===== src/rtl/pi_output_stage_pkg.sv =====
// Shared constants for the PI output stage: default widths and FSM encodings.
// Latency: n/a (definitions only).
// Backpressure: n/a (definitions only).
package pi_output_stage_pkg;

  // Default word widths, kept in step with the pi_pipeline instantiations
  localparam int OUTPUT_WIDTH_DEF      = 32;
  localparam int OUTPUT_RANGE_BITS_DEF = 20;
  localparam int COUNT_WIDTH_DEF       = 16;

  // Output handshake FSM encodings
  localparam logic [0:0] ST_IDLE = 1'b0;
  localparam logic [0:0] ST_HOLD = 1'b1;

endpackage


===== src/rtl/pi_output_stage_clamp.sv =====
// Clamps a PI result to the signed DAC range and optionally offset-binary encodes it.
// Latency: combinational.
// Backpressure: none; pure function of its inputs.
module pi_output_stage_clamp #(
  parameter int RANGE_BITS    = 20,
  parameter bit OFFSET_BINARY = 1'b0
) (
  input  logic [RANGE_BITS-1:0] value_in,
  input  logic                  overflow,
  input  logic                  underflow,
  output logic [RANGE_BITS-1:0] code_out,
  output logic                  clamped
);

  logic [RANGE_BITS-1:0] code_tc;

  // Saturate on pipeline flags (overflow wins if both are set), then encode
  always_comb begin
    code_tc = value_in;
    if (overflow) begin
      code_tc = {1'b0, {(RANGE_BITS-1){1'b1}}};
    end else if (underflow) begin
      code_tc = {1'b1, {(RANGE_BITS-1){1'b0}}};
    end
    clamped  = overflow | underflow;
    code_out = code_tc;
    if (OFFSET_BINARY) begin
      code_out = {~code_tc[RANGE_BITS-1], code_tc[RANGE_BITS-2:0]};
    end
  end

endmodule


===== src/rtl/pi_output_stage.sv =====
// Captures PI results on a result_valid rising edge, clamps, commits integral (anti-windup), drives DAC.
// Latency: capture edge -> dac_data/dac_valid/integral_state/saturated visible next cycle.
// Backpressure: dac_valid held until dac_ready; a newer capture overwrites an unsent code (drop_count++).
module pi_output_stage
  import pi_output_stage_pkg::*;
#(
  parameter int OUTPUT_WIDTH      = OUTPUT_WIDTH_DEF,
  parameter int OUTPUT_RANGE_BITS = OUTPUT_RANGE_BITS_DEF,
  parameter bit OFFSET_BINARY     = 1'b0,
  parameter int COUNT_WIDTH       = COUNT_WIDTH_DEF
) (
  input  logic                         clk,
  input  logic                         rst_L,
  input  logic                         enable,
  input  logic                         clear_integral,
  input  logic                         result_valid,
  input  logic [OUTPUT_WIDTH-1:0]      pi_result,
  input  logic [OUTPUT_WIDTH-1:0]      integral_result,
  input  logic                         overflow,
  input  logic                         underflow,
  output logic [OUTPUT_WIDTH-1:0]      integral_state,
  output logic [OUTPUT_RANGE_BITS-1:0] dac_data,
  output logic                         dac_valid,
  input  logic                         dac_ready,
  output logic                         saturated,
  output logic [COUNT_WIDTH-1:0]       sat_count,
  output logic [COUNT_WIDTH-1:0]       drop_count
);

  localparam logic [COUNT_WIDTH-1:0] CNT_ONE = COUNT_WIDTH'(1);
  localparam logic [COUNT_WIDTH-1:0] CNT_MAX = {COUNT_WIDTH{1'b1}};

  logic                         result_valid_q, result_valid_d;
  logic                         armed_q, armed_d;
  logic [0:0]                   state_q, state_d;
  logic [OUTPUT_RANGE_BITS-1:0] dac_data_q, dac_data_d;
  logic [OUTPUT_WIDTH-1:0]      integral_q, integral_d;
  logic                         saturated_q, saturated_d;
  logic [COUNT_WIDTH-1:0]       sat_count_q, sat_count_d;
  logic [COUNT_WIDTH-1:0]       drop_count_q, drop_count_d;

  logic [OUTPUT_RANGE_BITS-1:0] clamp_code;
  logic                         clamp_sat;
  logic                         capture;

  // Bits above the DAC range are discarded by truncation
  logic unused_pi_hi;
  assign unused_pi_hi = ^pi_result[OUTPUT_WIDTH-1:OUTPUT_RANGE_BITS];

  pi_output_stage_clamp #(
    .RANGE_BITS    (OUTPUT_RANGE_BITS),
    .OFFSET_BINARY (OFFSET_BINARY)
  ) u_clamp (
    .value_in  (pi_result[OUTPUT_RANGE_BITS-1:0]),
    .overflow  (overflow),
    .underflow (underflow),
    .code_out  (clamp_code),
    .clamped   (clamp_sat)
  );

  // armed_q blocks the first cycle after reset, so a result_valid level that
  // was already high across reset release is not mistaken for a new result.
  assign capture = enable & result_valid & ~result_valid_q & armed_q;

  // Next-state: edge tracking, captured result, anti-windup integral, counters, FSM
  always_comb begin
    result_valid_d = result_valid;
    armed_d        = 1'b1;
    state_d        = state_q;
    dac_data_d     = dac_data_q;
    integral_d     = integral_q;
    saturated_d    = saturated_q;
    sat_count_d    = sat_count_q;
    drop_count_d   = drop_count_q;

    if (capture) begin
      dac_data_d  = clamp_code;
      saturated_d = clamp_sat;
      if (!clamp_sat) begin
        integral_d = integral_result;
      end else if (sat_count_q != CNT_MAX) begin
        sat_count_d = sat_count_q + CNT_ONE;
      end
    end

    // Clearing overrides any commit in the same cycle
    if (clear_integral) begin
      integral_d = '0;
    end

    case (state_q)
      ST_IDLE: begin
        if (capture) begin
          state_d = ST_HOLD;
        end
      end
      default: begin
        if (capture) begin
          // A capture with dac_ready high replaces an already-accepted code: no drop
          if (!dac_ready && (drop_count_q != CNT_MAX)) begin
            drop_count_d = drop_count_q + CNT_ONE;
          end
        end else if (dac_ready) begin
          state_d = ST_IDLE;
        end
      end
    endcase
  end

  // State registers with asynchronous reset; dac_valid drops the moment rst_L falls
  always_ff @(posedge clk or negedge rst_L) begin
    if (!rst_L) begin
      result_valid_q <= 1'b0;
      armed_q        <= 1'b0;
      state_q        <= ST_IDLE;
      dac_data_q     <= '0;
      integral_q     <= '0;
      saturated_q    <= 1'b0;
      sat_count_q    <= '0;
      drop_count_q   <= '0;
    end else begin
      result_valid_q <= result_valid_d;
      armed_q        <= armed_d;
      state_q        <= state_d;
      dac_data_q     <= dac_data_d;
      integral_q     <= integral_d;
      saturated_q    <= saturated_d;
      sat_count_q    <= sat_count_d;
      drop_count_q   <= drop_count_d;
    end
  end

  assign integral_state = integral_q;
  assign dac_data       = dac_data_q;
  assign dac_valid      = (state_q == ST_HOLD);
  assign saturated      = saturated_q;
  assign sat_count      = sat_count_q;
  assign drop_count     = drop_count_q;

endmodule


===== config.mk =====
export PLATFORM = sky130hd
export DESIGN_NAME = pi_output_stage
export DESIGN_NICKNAME = d
export VERILOG_FILES = /design/src/rtl/pi_output_stage_pkg.sv /design/src/rtl/pi_output_stage_clamp.sv /design/src/rtl/pi_output_stage.sv
export SDC_FILE = /design/constraint.sdc
export NUM_CORES = 1
export LEC_CHECK = 0
export CAP_MARGIN = 20
export CORE_MARGIN = 3
export CORE_UTILIZATION = 38
export CTS_CLUSTER_DIAMETER = 80
export DETAILED_ROUTE_END_ITERATION = 12
export PLACE_DENSITY = 0.78
export SYNTH_ARGS = -nofsm -noshare
export SYNTH_HDL_FRONTEND = slang
export SYNTH_SLANG_ARGS = --single-unit

===== constraint.sdc =====
create_clock -name clk -period 1.5 [get_ports clk]
set_input_delay 0.15 -clock clk [delete_from_list [all_inputs] [get_ports clk]]
set_output_delay 0.15 -clock clk [all_outputs]
set_load 0.01 [all_outputs]

# Word level (Yosys, flattened, before mapping)
# Index checks and enable logic that the tools add are counted.
[classes] n_addsub=2 n_eq_ne=3 n_mux=9 n_bitwise=5 reduce_logical=6
[ops] op="$mux W32" n=3
[ops] op="$mux W20" n=2
[ops] op="$add A16 B1 Y16 const B" n=2
[ops] op="$ne A16 B16 Y1 const B" n=2
[ops] op="$reduce_and A3 Y1" n=2
[ops] op="$mux W1" n=4
[ops] op="$and A1 B1 Y1" n=3
[ops] op="$ne A2 B2 Y1 const B" n=1
[ops] op="$reduce_and A2 Y1" n=1
[ops] op="$reduce_bool A2 Y1" n=1
[ops] op="$logic_and A1 B1 Y1" n=1
[ops] op="$logic_not A1 Y1" n=1
[ops] op="$not A1 Y1" n=1
[ops] op="$or A1 B1 Y1" n=1
[word_totals] regBits=88 input_bits=72 out_inout_bits=86

# Logic depth before layout (Yosys ltp)
# Gate-level depths: netlist of the first run.
[logic_depth] depth_word=5 depth_mapped=5 ltp_nobuf=5

# Cells and area by module
# A second synthesis of the first run with hierarchy kept.
[unflattened] hier_cells=341 area_unflattened_um2=3797.4
[modules_own_cells] mod="pi_output_stage" n_inst=1 cells_per_inst=315 area_each_um2=3616.0 seq_area_each_um2=2202.1
[modules_own_cells] mod="pi_output_stage_clamp" n_inst=1 cells_per_inst=26 area_each_um2=181.4 seq_area_each_um2=0.0

# Least setup slack after synthesis of the first run
# OpenSTA, ideal clock, no wires.
[synth_timing] path_type="reg-to-reg" start="reg drop_count_q[0], in the netlist drop_count[0]" end="reg drop_count_q[1], in the netlist drop_count[1]" setup_time_ns=0.125 arrival_time_ns=1.662 path_slack_ns=-0.287 path_stages_with_launch=6 path_buffers=0 synth_period_minus_slack_ns=1.787 path_cell_list="dfrtp_1 > ha_1 > nand4_1 > nor4_4 > nor2_1 > mux2_2"
[synth_between] elab_chain_len=3 elab_cells_between_ends=4 cone_classes="add/sub: 1; eq/ne: 1; reduce/logical: 2"
[synth_lines] element="from (decl)" line="pi_output_stage.sv:40" text="logic [COUNT_WIDTH-1:0] drop_count_q, drop_count_d;"
[synth_lines] element="from (signal assigned)" line="pi_output_stage.sv:129" text="drop_count_q <= drop_count_d;"
[synth_lines] element="branches (longest 3 deep; another with $add A16 B1 Y16)"
# Several ways; the timed one is not identified.
# A chain may end at the register's enable or synchronous reset.

# Final worst setup path of the first run
[layout_timing] start="reg sat_count_q[0], in the netlist sat_count[0]" end="reg sat_count_q[2], in the netlist sat_count[2]"
[layout_between] elab_chain_len=2 elab_cells_between_ends=3 cone_classes="add/sub: 1; eq/ne: 1; reduce/logical: 1"
[layout_lines] element="from (decl)" line="pi_output_stage.sv:39" text="logic [COUNT_WIDTH-1:0] sat_count_q, sat_count_d;"
[layout_lines] element="from (signal assigned)" line="pi_output_stage.sv:128" text="sat_count_q <= sat_count_d;"
[layout_lines] element="branches (longest 2 deep; another with $add A16 B1 Y16)"
# Several ways; the timed one is not identified.

==> impl_metrics.json, run 1 <==
{
  "gp_congestion": 0.808,
  "yosysWarnings": 0,
  "crit_slowest_cell": "dfrtp_2",
  "use_met1_pct": 24.5,
  "rows": 35,
  "finalNonFillerCells": 680,
  "cts-root-buf": "clkbuf_8",
  "fillers": 673,
  "wl_per_cell_um": 18.4,
  "pin_count": 158,
  "post-route-util_pct": 72.2,
  "peakVddDrop_mv": 0.561,
  "switching_share_pct": 24.9,
  "switching_power_mw": 1.44,
  "clock_skew_ns": 0.0145,
  "hold_violations": 0,
  "ys_top_cells_by_area": "dfrtp_1 (60%), a22o_1 (7.7%), xor2_1 (6.0%), o21ai_0 (3.0%), a21oi_1 (2.9%)",
  "synth_cell_types": 36,
  "syn_area_um2": 3650,
  "grt_util_met3_pct": 4.84,
  "start_util_pct": 39.3,
  "first_iter_violations": 124,
  "grt_use_total_pct": 21.0,
  "max_freq_ghz": 0.572,
  "grt_pass1_wl_um": 18400,
  "numCtsBuffers": 9,
  "vias": 3465,
  "clkPwrFrac_pct": 33.7,
  "grt.overflow.total": 0,
  "clockBufferDepth": 2,
  "multi_input_area_um2": 1790,
  "seq_power_share_pct": 46.2,
  "antenna_found_initial": 0,
  "cp-end-kind": "flip-flop",
  "period_needed_ns": 1.75,
  "p_int_mw": 4.33,
  "synth_flop_cell": "dfrtp_1",
  "crit_top_cell": "buf_6",
  "placed_cells": 639,
  "critical_path_arrival_ns": 1.97,
  "port-buffer-count": 145,
  "cts_tree": "done",
  "status": "finished, violations left",
  "async_flop_share_pct": 100,
  "wirelength_um": 12500,
  "ant_nets": 0,
  "grt_max_degree": 52,
  "hold_class": "in -> async",
  "n_antenna_cell": 0,
  "slowest_delay_ns": 0.40,
  "regArea_um2": 2210,
  "synth_top_area_share_pct": 60.3,
  "numClockSinks": 88,
  "critical_path_class": "reg -> reg",
  "rsz0062_at_grt": "yes",
  "dp_hpwl_um": 7590,
  "crit_fanout": 5,
  "power.density_nw_per_um2": 860,
  "p_leak_nw": 3.17,
  "slew_violations": 0,
  "final_area_um2": 6710,
  "dieArea_um2": 10800,
  "yosys.area.top_type": "dfrtp_1",
  "synth-seq-cells": 88,
  "synth_nets": 384,
  "first_pass_iters": 4,
  "clock_latency_ns": 0.35,
  "grt.met2_usage_pct": 36.9,
  "r2r_cells": 8,
  "synth_edf_count": 0,
  "busiest_layer": "met2",
  "h-tree-depth": 3,
  "comb_power_share_pct": 20.1,
  "yosysSeqAreaShare_pct": 60.3,
  "violations": "negative setup slack",
  "nets": 621,
  "drive_gt1_share_pct": 29.8,
  "period_share_pct": 117,
  "cp-start-kind": "flip-flop",
  "drv_cap": 0,
  "setup-violations-final": 64,
  "place_area_um2": 5850,
  "viasPerCell": 5.10,
  "die_h_um": 104,
  "syn_inst": 310,
  "coreArea_um2": 9280,
  "tns_ns": -7.81,
  "path_cells": "ha_4 > nand4_1 > buf_4 > nor4_4 > buf_6 > buf_6 > nor3b_4 > xor2_1",
  "clk_pin_slew_ns": 0.09,
  "syn_area_per_cell_um2": 11.8,
  "setup_slack_ns": -0.250,
  "dieWidth_um": 104,
  "first_global_vias": 3734,
  "critPathRequiredTime_ns": 1.72,
  "drcViolationCount": 0,
  "areaGrowthSynthToFinish_pct": 83.7,
  "place_ws_ns": -0.460
}
[Yosys cell counts (all sizes together), types with 3 or more instances]
cell and number:
o21ai 22, nor3 10, xnor2 4, nor4b 5
nor4 9, a21oi 21, a22o 32, nor2 9
nor3b 3, nand4 11, clkbuf 13, dfrtp 88
nand3 8, xor2 25, nand2 28
[layout by cell type (no fill, tap or decap), types with 2 or more instances in the layout]
cell,instances
o21ai_0,19
nor4_2,2
clkdlybuf4s50_1,112
buf_6,14
nand2_1,26
nand3_1,7
nor2_1,3
dfrtp_2,5
buf_8,2
nand4_1,11
buf_4,71
bufinv_16,3
nor3_4,8
dfrtp_1,83
nor4_4,7
nor3b_4,2
nor2_4,4
a21oi_1,20
o21ai_1,2
buf_16,2
buf_12,6
nor4b_4,5
xnor2_1,3
or2_2,2
a22o_1,32
nor2_2,2
xor2_1,24
clkbuf_8,9
dlygate4sd2_1,31
[registers in the layout (all words and copies together), names as in the netlist]
register,count
sat_count,16
saturated,1
dac_data,20
armed_q,1
drop_count,16
dac_valid,1
result_valid_q,1
integral_state,32
[cell type report]
| type | instances | area share, % |
|---|---|---|
| Clock buffer | 10 | 1.90 |
| Clock inverter | 5 | 1.59 |
| Inverter | 2 | 0.112 |
| Multi-Input combinational cell | 206 | 26.6 |
| Sequential cell | 88 | 32.9 |
| Tap cell | 129 | 2.41 |
| Timing Repair Buffer | 240 | 34.4 |
[worst max-delay path, delay by kind of cell, from the launching register on]
kind | cells | cell delay, ns
adders and majority gates | 1 | 0.15
and+or+nand+nor | 3 | 0.36
DFF | 1 | 0.40
buffers and inverters | 3 | 0.54
xor gates and xnor gates | 1 | 0.16
[path summary, 6_finish.rpt]
path | startpoint | endpoint | slack (ns)
worst max-delay path | sat_count[0] | sat_count[2] | -0.25
worst min-delay path | rst_L | sat_count[4] | 0.23
worst max register to register | sat_count[0] | sat_count[2] | -0.25
worst min register to register | dac_data[13] | dac_data[13] | 0.48
max in group asynchronous | rst_L | integral_state[6] | 0.68
min in group clk | result_valid | result_valid_q | 0.36
[power by group through the flow]
stage                     sequential, mW  combinational, mW  clock, mW
final                               2.67               1.16       1.94
after global routing                2.69               1.25       2.08
after CTS                           2.66               1.07       1.98
after detailed placement            2.70               1.05          0
after global placement              2.69               1.02          0
after floorplan                     2.80              0.195          0
[cell families after synthesis]
| group | synth area share, % |
|---|---|
| mux | 0.617 |
| buf+inv | 1.68 |
| other cells | 0.103 |
| flops | 60.3 |
| compound gates | 13.8 |
| simple gates | 15.8 |
| fa+ha+maj | 0.686 |
| xor+xnor | 6.96 |
[through the flow]
stage / total power [mW] / hold WS (ns)
after detailed placement: 3.75 / 0.0688
after CTS: 5.70 / 0.225
final: 5.77 / 0.233
after global placement: 3.71 / 0.0629
after floorplan: 2.99 / -0.146
after global routing: 6.01 / 0.249
[per-layer routing]
layer / part of all wire, % / routed length [um]
met5: 0 / 0
met4: 2.5 / 317
met3: 4.9 / 614
met2: 54 / 6720
met1: 39 / 4840
[what timing repair did]
| action | in CTS | in global routing |
|---|---|---|
| resized for setup | 82 | 34 |
| pin swaps | 15 | 29 |
| hold endpoints to repair | 21 | 0 |
| hold buffers | 1 | 0 |
| buffers inserted | 13 | 13 |
| gates cloned | 3 | 0 |
| setup endpoints to repair | 72 | 66 |
No activity file was read; power rests on OpenSTA's default activity.
==> run 2: changes to the inputs <==
--- a/config.mk
+++ b/config.mk
@@ -11,6 +11,7 @@
 export CTS_CLUSTER_DIAMETER = 80
 export DETAILED_ROUTE_END_ITERATION = 12
 export PLACE_DENSITY = 0.78
+export SLEW_MARGIN = 10
 export SYNTH_ARGS = -nofsm -noshare
 export SYNTH_HDL_FRONTEND = slang
 export SYNTH_SLANG_ARGS = --single-unit
==> constraint.sdc (replaced) <==
create_clock -name clk -period 1.5 [get_ports clk]
set_input_delay 0.15 -clock clk [delete_from_list [all_inputs] [get_ports clk]]
set_output_delay 0.15 -clock clk [all_outputs]
set_load 0.005 [all_outputs]
==> impl_metrics.json, run 2 (synthesis gave the netlist of run 1 again) <==
{
  "dp_hpwl_um": 7320,
  "crit_slowest_cell": "or4_4",
  "clock_skew_ns": 0.0140,
  "crit_fanout": 6,
  "numCtsBuffers": 9,
  "cp-end-kind": "flip-flop",
  "cts_tree": "done",
  "post-route-util_pct": 68.6,
  "grt_max_degree": 89,
  "die_h_um": 104,
  "coreArea_um2": 9280,
  "cts-root-buf": "clkbuf_8",
  "path_cells": "nand3_2 > or4_4 > buf_6 > nor3_4 > xor2_1",
  "pin_count": 158,
  "setup_slack_ns": -0.153,
  "rrSetupSlack_ns": -0.15,
  "numClockSinks": 88,
  "antenna_found_initial": 0,
  "place_ws_ns": -0.506,
  "r2r-end": "sat_count[9]",
  "power.density_nw_per_um2": 817,
  "grt.overflow.total": 0,
  "wirelength_um": 10900,
  "nets": 603,
  "period_share_pct": 110,
  "grt_use_total_pct": 19.5,
  "gp_congestion": 0.783,
  "start_util_pct": 39.3,
  "slowest_delay_ns": 0.61,
  "first_pass_iters": 4,
  "dieWidth_um": 104,
  "drv_cap": 0,
  "hold_class": "in -> async",
  "hold_violations": 0,
  "ant_nets": 0,
  "cp-start-kind": "flip-flop",
  "peakVddDrop_mv": 0.441,
  "critical_path_class": "reg -> reg",
  "vias": 3305,
  "areaGrowthSynthToFinish_pct": 74.6,
  "p_leak_nw": 3.25,
  "status": "finished, violations left",
  "drive_gt1_share_pct": 25.0,
  "largest_reg_flops": 32,
  "dieArea_um2": 10800,
  "rsz0062_at_grt": "yes",
  "final_common_cell": "clkdlybuf4s50_1",
  "slew_violations": 0,
  "violations": "negative setup slack",
  "rows": 35,
  "p_total_mw": 5.21,
  "layout_common_cells": "clkdlybuf4s50_1 (117), dfrtp_1 (87), buf_4 (59)",
  "port-buffer-count": 145,
  "first_iter_violations": 120,
  "n_antenna_cell": 0,
  "period_needed_ns": 1.65,
  "setup-violations-final": 31,
  "drcViolationCount": 0,
  "h-tree-depth": 3,
  "finalNonFillerCells": 661,
  "viasPerCell": 5.00,
  "clock_latency_ns": 0.35,
  "clk_pin_slew_ns": 0.09,
  "grt_pass1_wl_um": 17200,
  "critPathRequiredTime_ns": 1.78,
  "r2r_cells": 5,
  "placed_cells": 631,
  "clockBufferDepth": 2,
  "first_global_vias": 3490,
  "critical_path_arrival_ns": 1.93,
  "wl_per_cell_um": 16.5,
  "reg2reg_from": "sat_count[4]",
  "max_freq_ghz": 0.605
}
==> run 2: power breakdown <==
| group | total, mW | leakage (nW) | switching (mW) | internal [mW] |
|---|---|---|---|---|
| clock | 1.55 | 0.0880 | 0.802 | 0.748 |
| combinational | 1.00 | 1.99 | 0.383 | 0.621 |
| sequential | 2.65 | 1.18 | 0.110 | 2.54 |
| total | 5.21 | 3.25 | 1.29 | 3.91 |
==> run 2: per-layer routing <==
layer	vias up	track usage, %	part of all wire, %
met5	-	0	0
met3	12	5.59	5.5
li1	1564	-	-
met4	0	5.60	1.5
met1	1630	24.1	41
met2	99	33.2	52
==> run 2: final cells by class <==
| class | instances | area, um2 |
|---|---|---|
| clock buffers | 10 | 128 |
| repair buffers | 222 | 2170 |
| flip-flops and latches | 88 | 2200 |
| well taps | 129 | 161 |
| multi-input cells | 206 | 1660 |
| clock inverters | 4 | 47.5 |
| fillers | 699 | 2910 |
| inverters | 2 | 7.51 |
==> run 2: worst max-delay path by stage <==
stage	start	end	slack [ns]	cells past startpoint
after global placement	result_valid	drop_count[15]	-0.40	6
after CTS	drop_count[1]	drop_count[7]	-0.14	6
after global routing	dac_valid	drop_count[15]	-0.25	5
final	sat_count[4]	sat_count[9]	-0.15	5
after floorplan	drop_count[0]	drop_count[1]	-0.13	5
after detailed placement	result_valid	sat_count[5]	-0.51	5
==> run 2: repair_timing <==
action	in CTS	in global routing
setup endpoints to repair	59	66
pin swaps	12	17
hold endpoints to repair	88	0
resized for setup	39	49
setup buffers	9	6
hold buffers	1	0
cloned	0	0
==> run 2: per-stage QoR <==
| stage | cell area (um2) | setup TNS [ns] | hold WS [ns] |
|---|---|---|---|
| floorplan | 3690 | -0.605 | -0.146 |
| global placement | 5760 | -18.88 | 0.225 |
| detailed placement | 5760 | -21.07 | 0.230 |
| CTS | 6140 | -2.92 | 0.344 |
| global route | 6370 | -6.07 | 0.352 |
| finish | 6370 | -2.89 | 0.362 |
==> run 2: critical path: cells and delay by family, from the launching register on <==
kind	cells	cell delay (ns)
flip-flops	1	0.39
XOR/XNOR	1	0.16
AND/OR/NAND/NOR	3	0.87
buffers and inverters	1	0.15
